### src/rtl/alu_pkg.sv
// +------------------------------------------------------------------+
// | alu_pkg : shared opcode/state types and default width for alu_seq |
// | rev 1.0                                                           |
// +------------------------------------------------------------------+
`timescale 1ns/1ps
`default_nettype none

package alu_pkg;

  localparam int ALU_WIDTH = 8;

  typedef enum logic [3:0] {
    OP_PASS0 = 4'd0,
    OP_PASS1 = 4'd1,
    OP_ADD   = 4'd2,
    OP_SUB   = 4'd3,
    OP_PASSA = 4'd4,
    OP_PASS5 = 4'd5,
    OP_PASS6 = 4'd6,
    OP_SHL   = 4'd7,
    OP_SHR   = 4'd8,
    OP_AND   = 4'd9,
    OP_XOR   = 4'd10,
    OP_EQ    = 4'd11,
    OP_LT    = 4'd12,
    OP_GT    = 4'd13,
    OP_MUL   = 4'd14,
    OP_ZSEL  = 4'd15
  } op_t;

  typedef enum logic [1:0] {
    IDLE  = 2'd0,
    SHIFT = 2'd1,
    MUL   = 2'd2,
    DONE  = 2'd3
  } state_t;

endpackage

`default_nettype wire

### src/rtl/alu_comb.sv
// +------------------------------------------------------------------+
// | alu_comb : single-cycle result and carry/flag for every opcode    |
// | rev 1.0                                                           |
// +------------------------------------------------------------------+
`timescale 1ns/1ps
`default_nettype none

module alu_comb
  import alu_pkg::*;
#(
  parameter int WIDTH = ALU_WIDTH
) (
  input  logic [3:0]       op,
  input  logic             mode,
  input  logic [WIDTH-1:0] a,
  input  logic [WIDTH-1:0] b,
  output logic [WIDTH-1:0] out,
  output logic             c_out
);

  logic [WIDTH:0] sum;
  logic [WIDTH:0] diff;

  // The extra top bit of diff is the unsigned borrow.
  assign sum  = {1'b0, a} + {1'b0, b};
  assign diff = {1'b0, a} - {1'b0, b};

  always_comb begin
    out   = b;
    c_out = 1'b0;
    case (op_t'(op))
      OP_ADD: begin
        out   = sum[WIDTH-1:0];
        c_out = sum[WIDTH];
      end
      OP_SUB: begin
        out   = diff[WIDTH-1:0];
        c_out = diff[WIDTH];
      end
      OP_PASSA: out = a;
      // With mode set these only reach here for a zero shift count.
      OP_SHL: begin
        if (!mode) begin
          out   = {b[WIDTH-2:0], 1'b0};
          c_out = b[WIDTH-1];
        end
      end
      OP_SHR: begin
        if (!mode) begin
          out   = {1'b0, b[WIDTH-1:1]};
          c_out = b[0];
        end
      end
      OP_AND:  out = a & b;
      OP_XOR:  out = a ^ b;
      OP_EQ:   out = WIDTH'(a == b);
      OP_LT:   out = WIDTH'(a < b);
      OP_GT:   out = WIDTH'(a > b);
      OP_MUL:  out = '0;
      OP_ZSEL: out = (a == '0) ? b : '0;
      default: out = b;
    endcase
  end

endmodule

`default_nettype wire

### src/rtl/alu_seq.sv
// +------------------------------------------------------------------+
// | alu_seq : multi-cycle accumulator ALU with Start/Busy/Done        |
// | rev 1.0                                                           |
// +------------------------------------------------------------------+
`timescale 1ns/1ps
`default_nettype none

module alu_seq
  import alu_pkg::*;
#(
  parameter int WIDTH = ALU_WIDTH,
  parameter int SHW   = $clog2(WIDTH)
) (
  input  logic             CLK,
  input  logic             Reset_n,
  input  logic             Start,
  input  logic [3:0]       OP,
  input  logic             Mode,
  input  logic [WIDTH-1:0] R0,
  input  logic [WIDTH-1:0] Input,
  output logic             Busy,
  output logic             Done,
  output logic [WIDTH-1:0] Out,
  output logic [WIDTH-1:0] Hi,
  output logic             Zero,
  output logic             C_out
);

  localparam int            CW      = SHW + 1;
  localparam logic [CW-1:0] CNT_ONE = CW'(1);
  localparam logic [CW-1:0] CNT_MUL = CW'(WIDTH);

  state_t           state;
  logic [CW-1:0]    count;
  logic             sh_right;
  logic [WIDTH-1:0] sh_reg;
  logic [WIDTH-1:0] mcand;
  logic [WIDTH-1:0] p_hi;
  logic [WIDTH-1:0] p_lo;

  logic [WIDTH-1:0] comb_out;
  logic             comb_c;
  op_t              op_in;
  logic [SHW-1:0]   shamt;
  logic             is_mul;
  logic             is_shift_n;

  alu_comb #(.WIDTH(WIDTH)) u_comb (
    .op    (OP),
    .mode  (Mode),
    .a     (R0),
    .b     (Input),
    .out   (comb_out),
    .c_out (comb_c)
  );

  assign op_in      = op_t'(OP);
  assign shamt      = R0[SHW-1:0];
  assign is_mul     = (op_in == OP_MUL);
  assign is_shift_n = Mode && ((op_in == OP_SHL) || (op_in == OP_SHR)) && (shamt != '0);

  // One shift step per cycle; sh_bit is the bit leaving the register.
  logic [WIDTH-1:0] sh_next;
  logic             sh_bit;
  assign sh_next = sh_right ? {1'b0, sh_reg[WIDTH-1:1]} : {sh_reg[WIDTH-2:0], 1'b0};
  assign sh_bit  = sh_right ? sh_reg[0] : sh_reg[WIDTH-1];

  // Shift-add multiply: multiplier sits in p_lo and drains LSB-first
  // while the partial product grows down from p_hi.
  logic [WIDTH:0]   mul_sum;
  logic [WIDTH-1:0] mul_hi_next;
  logic [WIDTH-1:0] mul_lo_next;
  assign mul_sum     = {1'b0, p_hi} + (p_lo[0] ? {1'b0, mcand} : '0);
  assign mul_hi_next = mul_sum[WIDTH:1];
  assign mul_lo_next = {mul_sum[0], p_lo[WIDTH-1:1]};

  always_ff @(posedge CLK or negedge Reset_n) begin
    if (!Reset_n) begin
      state    <= IDLE;
      count    <= '0;
      sh_right <= 1'b0;
      sh_reg   <= '0;
      mcand    <= '0;
      p_hi     <= '0;
      p_lo     <= '0;
      Busy     <= 1'b0;
      Done     <= 1'b0;
      Out      <= '0;
      Hi       <= '0;
      Zero     <= 1'b0;
      C_out    <= 1'b0;
    end else begin
      Done <= 1'b0;
      case (state)
        IDLE: begin
          if (Start) begin
            Busy <= 1'b1;
            if (is_mul) begin
              mcand <= R0;
              p_hi  <= '0;
              p_lo  <= Input;
              count <= CNT_MUL;
              state <= MUL;
            end else if (is_shift_n) begin
              sh_reg   <= Input;
              sh_right <= (op_in == OP_SHR);
              count    <= {1'b0, shamt};
              state    <= SHIFT;
            end else begin
              Out   <= comb_out;
              Hi    <= '0;
              C_out <= comb_c;
              Zero  <= (comb_out == '0);
              state <= DONE;
            end
          end
        end
        SHIFT: begin
          sh_reg <= sh_next;
          count  <= count - CNT_ONE;
          if (count == CNT_ONE) begin
            Out   <= sh_next;
            Hi    <= '0;
            C_out <= sh_bit;
            Zero  <= (sh_next == '0);
            state <= DONE;
          end
        end
        MUL: begin
          p_hi  <= mul_hi_next;
          p_lo  <= mul_lo_next;
          count <= count - CNT_ONE;
          if (count == CNT_ONE) begin
            Out   <= mul_lo_next;
            Hi    <= mul_hi_next;
            C_out <= |mul_hi_next;
            Zero  <= (mul_lo_next == '0);
            state <= DONE;
          end
        end
        DONE: begin
          Busy  <= 1'b0;
          Done  <= 1'b1;
          state <= IDLE;
        end
        default: begin
          Busy  <= 1'b0;
          state <= IDLE;
        end
      endcase
    end
  end

endmodule

`default_nettype wire
### config.mk
export PLATFORM = sky130hd
export DESIGN_NAME = alu_seq
export DESIGN_NICKNAME = d
export VERILOG_FILES = /design/src/rtl/alu_pkg.sv /design/src/rtl/alu_comb.sv /design/src/rtl/alu_seq.sv
export SDC_FILE = /design/constraint.sdc
export NUM_CORES = 1
export LEC_CHECK = 0
export BUFFER_PORTS_ARGS = -buffer_cell sky130_fd_sc_hd__buf_2
export CAP_MARGIN = 15
export CORE_AREA = 8 8 125 174
export DETAILED_ROUTE_END_ITERATION = 16
export DIE_AREA = 0 0 133 182
export GPL_TIMING_DRIVEN = 0
export MAX_ROUTING_LAYER = met4
export PLACE_DENSITY = 0.38
export SLEW_MARGIN = 10
export SYNTH_ARGS = -nofsm -noshare
export SYNTH_HDL_FRONTEND = slang
export SYNTH_SLANG_ARGS = --single-unit
### constraint.sdc
create_clock -name CLK -period 3.6 [get_ports CLK]
set_clock_uncertainty 0.2 [all_clocks]
set_input_delay 0.54 -clock CLK [delete_from_list [all_inputs] [get_ports CLK]]
set_output_delay 0.54 -clock CLK [all_outputs]
set_load 0.02 [all_outputs]
; Word level (Yosys, flattened, before mapping)
; Index checks and enable logic that the tools add are counted.
[classes]
addsub = 4
reduce_logical = 24
muxes = 56
eq_ne = 26
bitwise = 3
n_lt_le_gt_ge = 2
[op_table]
columns = cell, count
row1 = $mux W8, 22
row2 = $pmux W8 S12, 1
row3 = $pmux W8 S2, 3
row4 = $pmux W8 S3, 2
row5 = $eq A4 B4 Y1 const B, 8
row6 = $logic_not A8 Y1, 4
row7 = $add A8 B8 Y9, 2
row8 = $mux W1, 15
row9 = $ne A2 B2 Y1 const B, 7
row10 = $mux W4, 3
row11 = $reduce_and A3 Y1, 3
row12 = $sub A8 B8 Y9, 1
row13 = $and A8 B8 Y8, 1
row14 = $eq A4 B2 Y1 const B, 2
row15 = $eq A4 B3 Y1 const B, 2
row16 = $eq A8 B8 Y1, 1
row17 = $gt A8 B8 Y1, 1
row18 = $lt A8 B8 Y1, 1
row19 = $mux W2, 4
row20 = $pmux W4 S2, 1
row21 = $reduce_and A4 Y1, 2
row22 = $reduce_bool A2 Y1, 4
row23 = $reduce_or A8 Y1, 1
row24 = $xor A8 B8 Y8, 1
row25 = other kinds (18), 23
[word_totals]
inputBits = 24
elab_cells = 128
out_inout_bits = 20
register_bits = 59

; Longest topological paths before layout
; Gate-level depths: netlist of run 1.
[logic_depth]
ltp_word = 8
mapped_depth = 12
mapped_depth_nobuf = 12

; Cells and area by module
; Synthesis of run 1 repeated with hierarchy kept, for this count alone.
[hier_totals]
hier_cells = 604
area_unflattened_um2 = 5022.3
[by_module_without_submodules]
columns = mod, cells_each, area_each_um2, n_inst
row1 = alu_seq, 378, 3497.1, 1
row2 = alu_comb, 226, 1525.2, 1

; Worst setup path before layout of run 1
; No wires, ideal clock.
[synth_timing]
path_kind = in2reg
startpoint = input R0[0]
endpoint = register Out[6]
cell_stages = 12
arrival_ns = 2.606
path_slack_ns = 0.718
setup_time_ns = 0.076
n_path_buf = 0
cell_sequence = inv_1 > ha_1 > inv_1 > fa_1 > a211oi_1 > nor3b_1 > or4_1 > a32o_1 > nand4_1 > a22o_1 > o21ai_1 > o21ai_1
[synth_between]
elab_chain_len = 7
word_cells_on_any_way = 13
cone_classes = 2 x add/sub / 1 x eq/ne / 6 x mux / 4 x reduce/logical
[synth_lines]
columns = element, line_no
row1 = from (decl), alu_seq.sv:19  ; input logic [WIDTH-1:0] R0,
row2 = "parallel branches: the longest is 7 deep, another holds $sub A8 B8 Y9", n/a
row3 = to (signal assigned), alu_seq.sv:110  ; Out <= comb_out;
row4 = to (signal assigned), alu_seq.sv:122  ; Out <= sh_next;
row5 = to (signal assigned), alu_seq.sv:134  ; Out <= mul_lo_next;
row6 = to (decl), alu_seq.sv:23  ; output logic [WIDTH-1:0] Out,
; Parallel ways; which one is timed is not known. The select of a mux whose other input is x is not followed.
; A chain may end at the register's enable or synchronous reset.

; Final worst setup path of run 1
[layout_timing]
startpoint = input Input[0]
endpoint = register Out[6]
[layout_between]
elab_chain_len = 6
word_cells_on_any_way = 7
cone_classes = 2 x add/sub / 5 x mux
[layout_lines]
columns = element, line_no
row1 = from (decl), alu_seq.sv:20  ; input logic [WIDTH-1:0] Input,
row2 = $sub A8 B8 Y9 or $add A8 B8 Y9 (tied branches), "alu_comb.sv:26, alu_comb.sv:25"
row3 = $pmux W8 S12 (*), alu_comb.sv:31  ; case (op_t'(op))
row4 = $mux W8 (*), alu_seq.sv:104  ; end else if (is_shift_n) begin
row5 = $mux W8 (*), alu_seq.sv:98  ; if (is_mul) begin
row6 = $mux W8 (*), alu_seq.sv:96  ; if (Start) begin
row7 = $pmux W8 S3 (*), alu_seq.sv:94  ; case (state)
; Mark *: on every way between the ends. The rest lies on a longest branch, timed or not. The select of a mux whose other input is x is not followed.

==> impl_results.md, run 1 <==
- Status: completed
- Critical Path RT: 3.65 ns
- ANT cells: 0
- Port Buffers: 39
- Crit. End Element: register
- PwrDens: 767 nW/um2
- Die area: 24200 um2
- Peak supply drop: 266 uV
- Final net count: 669
- Syn_area_per_cell: 8.42 um2
- Main area contributors after synthesis: dfrtp_1, ha_1, o21ai_0, nand2_1, mux2_2
- MaxCap Viol Count: 0
- Setup WS post-layout: 0.348 ns
- Row count: 60
- Number of hold buffers added after cts: 1
- Total gr overflow: 0
- WP data arrival: 3.31 ns
- Drt total wl: 17000 um
- Async SR Flop Fraction: 100%
- Core box area: 19000 um2
- Post-route clock period utilization: 90.3%
- Total vias in the final route: 4496
- H-tree Lvls: 3
- Num ports: 44
- #FFs+latches synth: 59
- All-layer global routing usage: 14.5%
- Crit path launch type: input pin
- Fmax: 307 MHz
- Commonest register cell after synthesis: dfrtp_1
- RePlAce Congestion: 0.920
- Lkg Pwr: 2.43 nW
- P&R area growth vs syn: 18.3%
- CTS clk-pin slew, worst paths: 0.05 ns
- Yosys cell types: 76
- Avg WL per Cell: 19.7 um
- Cell with the most instances after synthesis: nand2_1
- Starting density of the core: 24.7%
- DR iter-0 viols: 350
- # fillers: 2046
- 1st-pass router iterations: 4
- Synthesized area: 4690 um2
- CTS root buf: clkbuf_16
- Post-synth EDFFs: 0
- Commonest cells post-synth: nand2_1, dfrtp_1, o21ai_0, ha_1, a21oi_1
- CTS max path bufs: 2
- Postcts setup bufs: 0
- CTS tree: yes
- Vias in the first global route: 4568
- Crit path max fanout: 7
- Largest net degree at the start of global routing: 51
- Worst Tran Pin Value: 1.11 ns
- Setup WS pre-CTS: 0.0351 ns
- Routed Antenna Nets: 0
- Post-DP HPWL: 13400 um
- Final setup viols: 0
- Worst-Skew Late Latency: 0.33 ns
- Chip Width: 133 um
- Worst hold-check path type: register to register
- CP Class: input pin to register
- Storage element area: 1480 um2
- CTS resizes: 0
- Count of final hold-check violations: 0
- Area of the multi-input gates: 2950 um2
- Slew Viols, Final: 0
- Synth Net Count: 615
- DR vias/cell: 5.20
- Synth top area share: 31.5%
- Unrepaired setup endpoints after global routing: false
- Height of the die: 182 um
- Synthesized instance count: 557
- CTS Buf Count: 9
- Tmin final: 3.25 ns
- Layout cells sized above 1: 15.9%
- DRC: 0
- Clock Sinks: 59
- Relative slew slack: 24.7%
- First-pass GRT wire length: 26600 um
- Initial antenna violation count: 0
- Synth warnings: 0
- Final design utilization: 29.2%
- Register area share after synthesis: 31.5%
- Yosys top cell by area: dfrtp_1
per-layer routing:
layer | part of all wire [%] | routed length, um | vias up | track usage, %
met5 | 0 | 0 | - | -
met4 | 3.3 | 561 | 0 | 6.75
met3 | 3.3 | 564 | 32 | 1.93
met2 | 51 | 8630 | 131 | 24.6
met1 | 43 | 7260 | 2187 | 16.6
li1 | - | - | 2146 | -
per-stage QoR:
stage	cells	total power [mW]	area [um2]	TNS (ns)	hold WS [ns]
after global routing	864	4.62	5550	0	0.301
after global placement	844	3.40	5190	-0.0422	0.261
after detailed placement	847	3.44	5240	0	0.199
after floorplan	557	2.68	4690	0	0.0444
final	864	4.25	5550	0	0.271
after CTS	864	4.33	5550	0	0.279
worst max-delay path, stage by stage:
cell and delay, ns:
buf_2 0.23, ha_1 0.24, inv_1 0.06, fa_1 0.42, a211oi_1 0.37, nor3b_1 0.12, or4_1 0.45, a32o_1 0.33
nand4_1 0.10, a22o_1 0.21, o21ai_1 0.10, o21ai_1 0.14
layout make-up:
class	count	share of cell area, %
Clock inverter	5	0.947
Multi-Input combinational cell	440	53.2
Clock buffer	11	4.38
Buffer	32	3.02
Sequential cell	59	26.6
Inverter	26	1.76
Tap cell	248	5.59
Timing Repair Buffer	43	4.47
layout by cell type (no fill, tap or decap), types with 4 or more instances in the layout:
cell       instances
nor2_1            25
nand2b_1          16
mux2_2            15
nand4_1            7
inv_1             25
xnor2_1            5
o221ai_1           5
mux2i_1            9
nor3_1            10
o21ai_1            4
buf_4              6
o22ai_1            9
ha_1              31
a21o_1            10
a21boi_0           5
a21oi_1           26
nand3_1           17
dfrtp_1           59
clkbuf_1          17
nor2b_1           10
and2_1            10
a211oi_1           8
a31oi_1           10
a22oi_1            6
o21ai_0           56
clkbuf_16          9
buf_2             47
nand2_1           74
cell families after synthesis:
logic type / after synthesis / synth area share [%]
AOI/OAI and AO/OA: 177 / 24.8
xor gates and xnor gates: 7 / 1.31
adders and majority gates: 34 / 9.55
buffers and inverters: 58 / 5.66
DFF: 59 / 31.5
muxes: 24 / 5.52
and+or+nand+nor: 198 / 21.7
path summary, 6_finish.rpt:
path	startpoint	cells past startpoint	endpoint	slack, ns
max in group asynchronous	Reset_n	3	Done$_DFF_PN0_	2.28
min	Out[4]$_DFFE_PN0P_	2	Out[4]$_DFFE_PN0P_	0.27
min in group asynchronous	Reset_n	2	sh_reg[0]$_DFFE_PN0P_	0.42
max	Input[0]	12	Out[6]$_DFFE_PN0P_	0.35
min reg2reg	Out[4]$_DFFE_PN0P_	2	Out[4]$_DFFE_PN0P_	0.27
max reg2reg	p_lo[0]$_DFFE_PN0P_	10	C_out$_DFFE_PN0P_	0.43
report_power, final:
part | switching [mW] | total [mW] | leakage [nW] | internal [mW]
sequential | 0.209 | 1.17 | 0.756 | 0.962
combinational | 1.40 | 2.22 | 1.53 | 0.824
clock | 0.310 | 0.861 | 0.145 | 0.551
total | 1.92 | 4.25 | 2.43 | 2.34
(Power assumes the default switching activity.)
==> inputs of run 2 (changes only) <==
--- a/config.mk
+++ b/config.mk
@@ -7,9 +7,9 @@
 export LEC_CHECK = 0
 export BUFFER_PORTS_ARGS = -buffer_cell sky130_fd_sc_hd__buf_2
 export CAP_MARGIN = 15
-export CORE_AREA = 8 8 125 174
+export CORE_AREA = 8 8 146 148
 export DETAILED_ROUTE_END_ITERATION = 16
-export DIE_AREA = 0 0 133 182
+export DIE_AREA = 0 0 154 156
 export GPL_TIMING_DRIVEN = 0
 export MAX_ROUTING_LAYER = met4
 export PLACE_DENSITY = 0.38
==> constraint.sdc (replaced) <==
create_clock -name CLK -period 3.6 [get_ports CLK]
set_clock_uncertainty 0.2 [all_clocks]
set_input_delay 0.54 -clock CLK [delete_from_list [all_inputs] [get_ports CLK]]
set_output_delay 0.54 -clock CLK [all_outputs]
set_load 0.05 [all_outputs]
==> impl_results.md, run 2 (same netlist as run 1, synthesis figures left out) <==
- Most Used Layer, Global Route: met2
- CP Class: input pin to register
- Slew Viols, Final: 0
- Met1 Use GR: 18.4%
- Commonest cells after routing, fill and taps aside: nand2_1, dfrtp_1, o21ai_0, buf_2, ha_1
- Non-filler cells, final: 850
- First-pass GRT wire length: 26400 um
- Worst Tran Pin Value: 1.12 ns
- Setup TNS: 0 ns
- Peak supply drop: 244 uV
- Chip Width: 154 um
- Drt total wl: 16900 um
- Height of the die: 156 um
- DR vias/cell: 5.11
- Avg WL per Cell: 19.9 um
- Core box area: 19100 um2
- Final instance area: 5480 um2
- DRC: 0
- P&R area growth vs syn: 16.9%
- Vias in the first global route: 4478
- Crit path launch type: input pin
- CTS clk-pin slew, worst paths: 0.05 ns
- Placed cells: 834
- Crit path max fanout: 7
- Relative slew slack: 24.6%
- Clock Sinks: 59
- Port Buffers: 39
- Count of final hold-check violations: 0
- Final design utilization: 28.7%
- Unrepaired setup endpoints after global routing: false
- Num ports: 44
- DR iter-0 viols: 341
- Routed Antenna Nets: 0
- Commonest non-fill, non-tap cell in the layout: nand2_1
- Number of hold buffers added after cts: 0
- Die area: 24000 um2
- 1st-pass router iterations: 5
- FF-to-FF setup slack: 0.38 ns
- MaxCap Viol Count: 0
- Row count: 51
- Tmin final: 3.26 ns
- CTS resizes: 0
- Post-DP Area: 5190 um2
- Crit. End Element: register
- Worst-Skew Late Latency: 0.32 ns
- Post-DP HPWL: 13300 um
- CTS root buf: clkbuf_16
- CTS max path bufs: 2
- CTS tree: yes
- WP data arrival: 3.26 ns
- Worst hold-check path type: input pin to asynchronous set/reset pin
- Minimum hold slack: 0.0905 ns
- RePlAce Congestion: 0.844
- PwrDens: 820 nW/um2
- All-layer global routing usage: 14.6%
- Fmax: 307 MHz
- Status: completed
- Largest net degree at the start of global routing: 60
- Total vias in the final route: 4341
- Final setup viols: 0
- H-tree Lvls: 3
- Post-route clock period utilization: 90.5%
- Layout cells sized above 1: 15.0%
- Starting density of the core: 24.6%
- Total gr overflow: 0
- Postcts setup bufs: 0
- CTS Buf Count: 9
- Initial antenna violation count: 0
- ANT cells: 0
- Final net count: 665
- GR Layer Usage met2: 23.2%
- Critical Path RT: 3.60 ns
- Grt met3 use: 1.86%
- Lkg Pwr: 2.40 nW
run 2: cell count changes in the layout (fill, tap and decap cells not counted), sizes merged:
cell | before | now
buf | 58 | 55
clkbuf | 27 | 30
clkinv | 4 | 2
clkinvlp | 1 | 0
dlygate4sd3 | 1 | 0
run 2: per-stage QoR:
stage | total power [mW] | worst slack [ns]
after CTS | 4.54 | 0.365
after floorplan | 2.88 | 0.718
after global placement | 3.66 | 0.0841
after global routing | 4.86 | 0.0719
final | 4.49 | 0.341
after detailed placement | 3.67 | 0.0742
run 2: critical path, stage by stage:
cell      delay, ns
buf_2          0.23
ha_1           0.25
inv_1          0.06
fa_1           0.44
a211oi_1       0.36
nor3b_1        0.15
o311ai_0       0.35
a32o_1         0.26
nand4_1        0.11
a22o_1         0.20
o21ai_1        0.22
o21ai_1        0.08
run 2: final cells by class:
type / count / area [um2]
Timing Repair Buffer: 39 / 198
Buffer: 32 / 168
Fill cell: 2045 / 13600
Clock inverter: 2 / 35.0
Inverter: 26 / 97.6
Multi-Input combinational cell: 440 / 2950
Sequential cell: 59 / 1480
Tap cell: 238 / 298
Clock buffer: 14 / 254
run 2: worst paths after layout:
kind	start	end	depth (start not counted)
min	Reset_n	p_hi[5]$_DFFE_PN0P_	1
max reg2reg	p_lo[0]$_DFFE_PN0P_	C_out$_DFFE_PN0P_	10
max in group asynchronous	Reset_n	sh_reg[5]$_DFFE_PN0P_	1
max	Input[0]	Out[6]$_DFFE_PN0P_	12
min reg2reg	Hi[2]$_DFFE_PN0P_	Hi[2]$_DFFE_PN0P_	2
min in group CLK	Hi[2]$_DFFE_PN0P_	Hi[2]$_DFFE_PN0P_	2
run 2: report_power, final:
group          total, mW  internal (mW)  switching, mW
Combinational       2.46          0.823           1.64
Clock              0.849          0.554          0.295
Sequential          1.18          0.962          0.218
run 2: layer usage:
layer,routed length [um],vias up
met5,0,-
met4,488,0
met3,550,25
met2,7990,91
met1,7890,2089
li1,-,2136
==> inputs of run 3 (changes only) <==
--- a/config.mk
+++ b/config.mk
@@ -7,12 +7,12 @@
 export LEC_CHECK = 0
 export BUFFER_PORTS_ARGS = -buffer_cell sky130_fd_sc_hd__buf_2
 export CAP_MARGIN = 15
-export CORE_AREA = 8 8 146 148
+export CORE_AREA = 8 8 110 112
 export DETAILED_ROUTE_END_ITERATION = 16
-export DIE_AREA = 0 0 154 156
+export DIE_AREA = 0 0 118 120
 export GPL_TIMING_DRIVEN = 0
 export MAX_ROUTING_LAYER = met4
-export PLACE_DENSITY = 0.38
+export PLACE_DENSITY = 0.64
 export SLEW_MARGIN = 10
 export SYNTH_ARGS = -nofsm -noshare
 export SYNTH_HDL_FRONTEND = slang
==> constraint.sdc (replaced) <==
create_clock -name CLK -period 2.88 [get_ports CLK]
set_clock_uncertainty 0.2 [all_clocks]
set_input_delay 0.432 -clock CLK [delete_from_list [all_inputs] [get_ports CLK]]
set_output_delay 0.432 -clock CLK [all_outputs]
set_load 0.05 [all_outputs]
==> impl_results.md, run 3 (same netlist as run 1, synthesis figures left out) <==
- Status: finished with violations
- Failing checks: negative setup slack
- CTS tree: yes
- Storage element area: 1480 um2
- Height of the die: 120 um
- DR vias/cell: 5.94
- Port Buffers: 39
- Clock Sinks: 59
- # fillers: 1010
- Drt total wl: 14900 um
- Flop pwr share: 26.9%
- Total vias in the final route: 4506
- Crit path launch type: register
- Combinational fraction of design power: 58.7%
- RePlAce Congestion: 0.944
- FF-to-FF setup slack: -0.14 ns
- WP data arrival: 3.06 ns
- Peak supply drop: 506 uV
- Non-filler cells, final: 758
- Setup TNS: -0.143 ns
- Vias in the first global route: 4393
- CTS Buf Count: 9
- Lkg Pwr: 2.44 nW
- Die area: 14200 um2
- Starting density of the core: 44.6%
- Post-DP Area: 5070 um2
- CP Class: register to register
- Final net count: 671
- Chip Width: 118 um
- CTS root buf: clkbuf_8
- NetSw: 2.68 mW
- Avg WL per Cell: 19.7 um
- Commonest non-fill, non-tap cell in the layout: nand2_1
- Commonest cells after routing, fill and taps aside: nand2_1, dfrtp_1, o21ai_0, buf_2, ha_1
- Tmin final: 3.02 ns
- PwrDens: 986 nW/um2
- P_int: 2.76 mW
- Worst R2R Start: p_lo[0]$_DFFE_PN0P_
- Switching Fraction: 49.2%
- Worst hold-check path type: input pin to register
- Worst Tran Pin Value: 1.05 ns
- MaxCap Viol Count: 0
- CTS clk-pin slew, worst paths: 0.07 ns
- Area of the multi-input gates: 3110 um2
- All-layer global routing usage: 21.6%
- Final instance area: 5520 um2
- Count of final hold-check violations: 0
- Slew Viols, Final: 0
- Minimum hold slack: 0.196 ns
- CTS max path bufs: 2
- Num ports: 44
- Row count: 38
- Largest net degree at the start of global routing: 60
- Core box area: 10500 um2
- Placed cells: 736
- Unrepaired setup endpoints after global routing: true
- DR iter-0 viols: 427
- Clock share of power: 14.4%
- Routed Antenna Nets: 0
- First-pass GRT wire length: 23800 um
- Final setup viols: 1
- P&R area growth vs syn: 17.7%
- Relative slew slack: 29.0%
- Worst setup path start: p_lo[0]$_DFFE_PN0P_
- ANT cells: 0
- Total gr overflow: 0
- 1st-pass router iterations: 5
- DRC: 0
- Post-DP HPWL: 11400 um
- Crit. End Element: register
- Critical Path RT: 2.92 ns
- Worst hold path startpoint: Input[0]
- Initial antenna violation count: 0
- Layout cells sized above 1: 22.2%
- H-tree Lvls: 3
- Post-route clock period utilization: 105%
- Crit path max fanout: 3
- Worst-Skew Late Latency: 0.35 ns
- Setup WS post-layout: -0.143 ns
- Fmax: 331 MHz
## run 3: cell types whose count changed in the layout (fill, tap and decap cells not counted), moves of 4 or more
| cell | delta |
|---|---|
| ha_2 | +4 |
| buf_4 | +9 |
| ha_1 | -6 |
| clkbuf_1 | -9 |
| clkbuf_16 | -9 |
| clkbuf_8 | +9 |
## run 3: layout make-up
class                      count  area share (%)
tap                          140            3.17
clock inverter                 6            1.18
clock buffer                  10            2.49
multi-input combinational    440            56.3
buffer                        28            2.79
timing repair buffer          49            5.44
inverter                      26            1.86
sequential                    59            26.8
## run 3: routing by layer
metal,wire length (um),up-vias,GRT usage (%),part of all wire [%]
li1,-,2150,-,-
met1,6450,2154,26.1,43
met2,7170,164,35.2,48
met3,818,38,3.85,5.5
met4,469,0,8.97,3.1
met5,0,-,-,0
## run 3: path summary, 6_finish.rpt
path | to | depth (start not counted)
setup / recovery | C_out$_DFFE_PN0P_ | 10
hold / removal | p_lo[0]$_DFFE_PN0P_ | 3
setup reg to reg | C_out$_DFFE_PN0P_ | 10
hold reg to reg | Hi[1]$_DFFE_PN0P_ | 2
max in group asynchronous | p_lo[0]$_DFFE_PN0P_ | 2
min in group asynchronous | mcand[7]$_DFFE_PN0P_ | 2
## run 3: what timing repair did
action | in CTS | in global routing
hold buffers | 1 | 0
gates resized for setup | 13 | 39
setup buffers | 2 | 7
pin swaps | 1 | 14
hold endpoints to repair | 59 | 0
endpoints found under the setup margin | 13 | 19
## run 3: per-stage QoR
step                setup slack [ns]  util [%]  power, mW
floorplan                     0.0304         -       3.61
global placement              -0.503      48.1       4.41
detailed placement            -0.502      48.2       4.46
CTS                           -0.108      50.9       5.34
global route                  -0.245      52.5       5.84
finish                        -0.143      52.5       5.44
## run 3: power by group through the flow
| stage | sequential (mW) | combinational (mW) | clock, mW |
|---|---|---|---|
| 2_1_floorplan | 1.80 | 1.81 | 0 |
| 3_3_place_gp | 1.46 | 2.94 | 0 |
| 3_5_place_dp | 1.48 | 2.99 | 0 |
| 4_1_cts | 1.46 | 3.09 | 0.793 |
| 5_1_grt | 1.51 | 3.51 | 0.826 |
| 6_report | 1.46 | 3.20 | 0.784 |
## run 3: critical path, stage by stage (launching register included)
cell and delay, ns:
dfrtp_2 0.44, and2_1 0.17, ha_2 0.19, fa_2 0.35
a21o_1 0.19, a21oi_2 0.17, xnor2_1 0.10, or4_4 0.50
o21ai_4 0.15, o2111ai_2 0.11, o31a_1 0.33
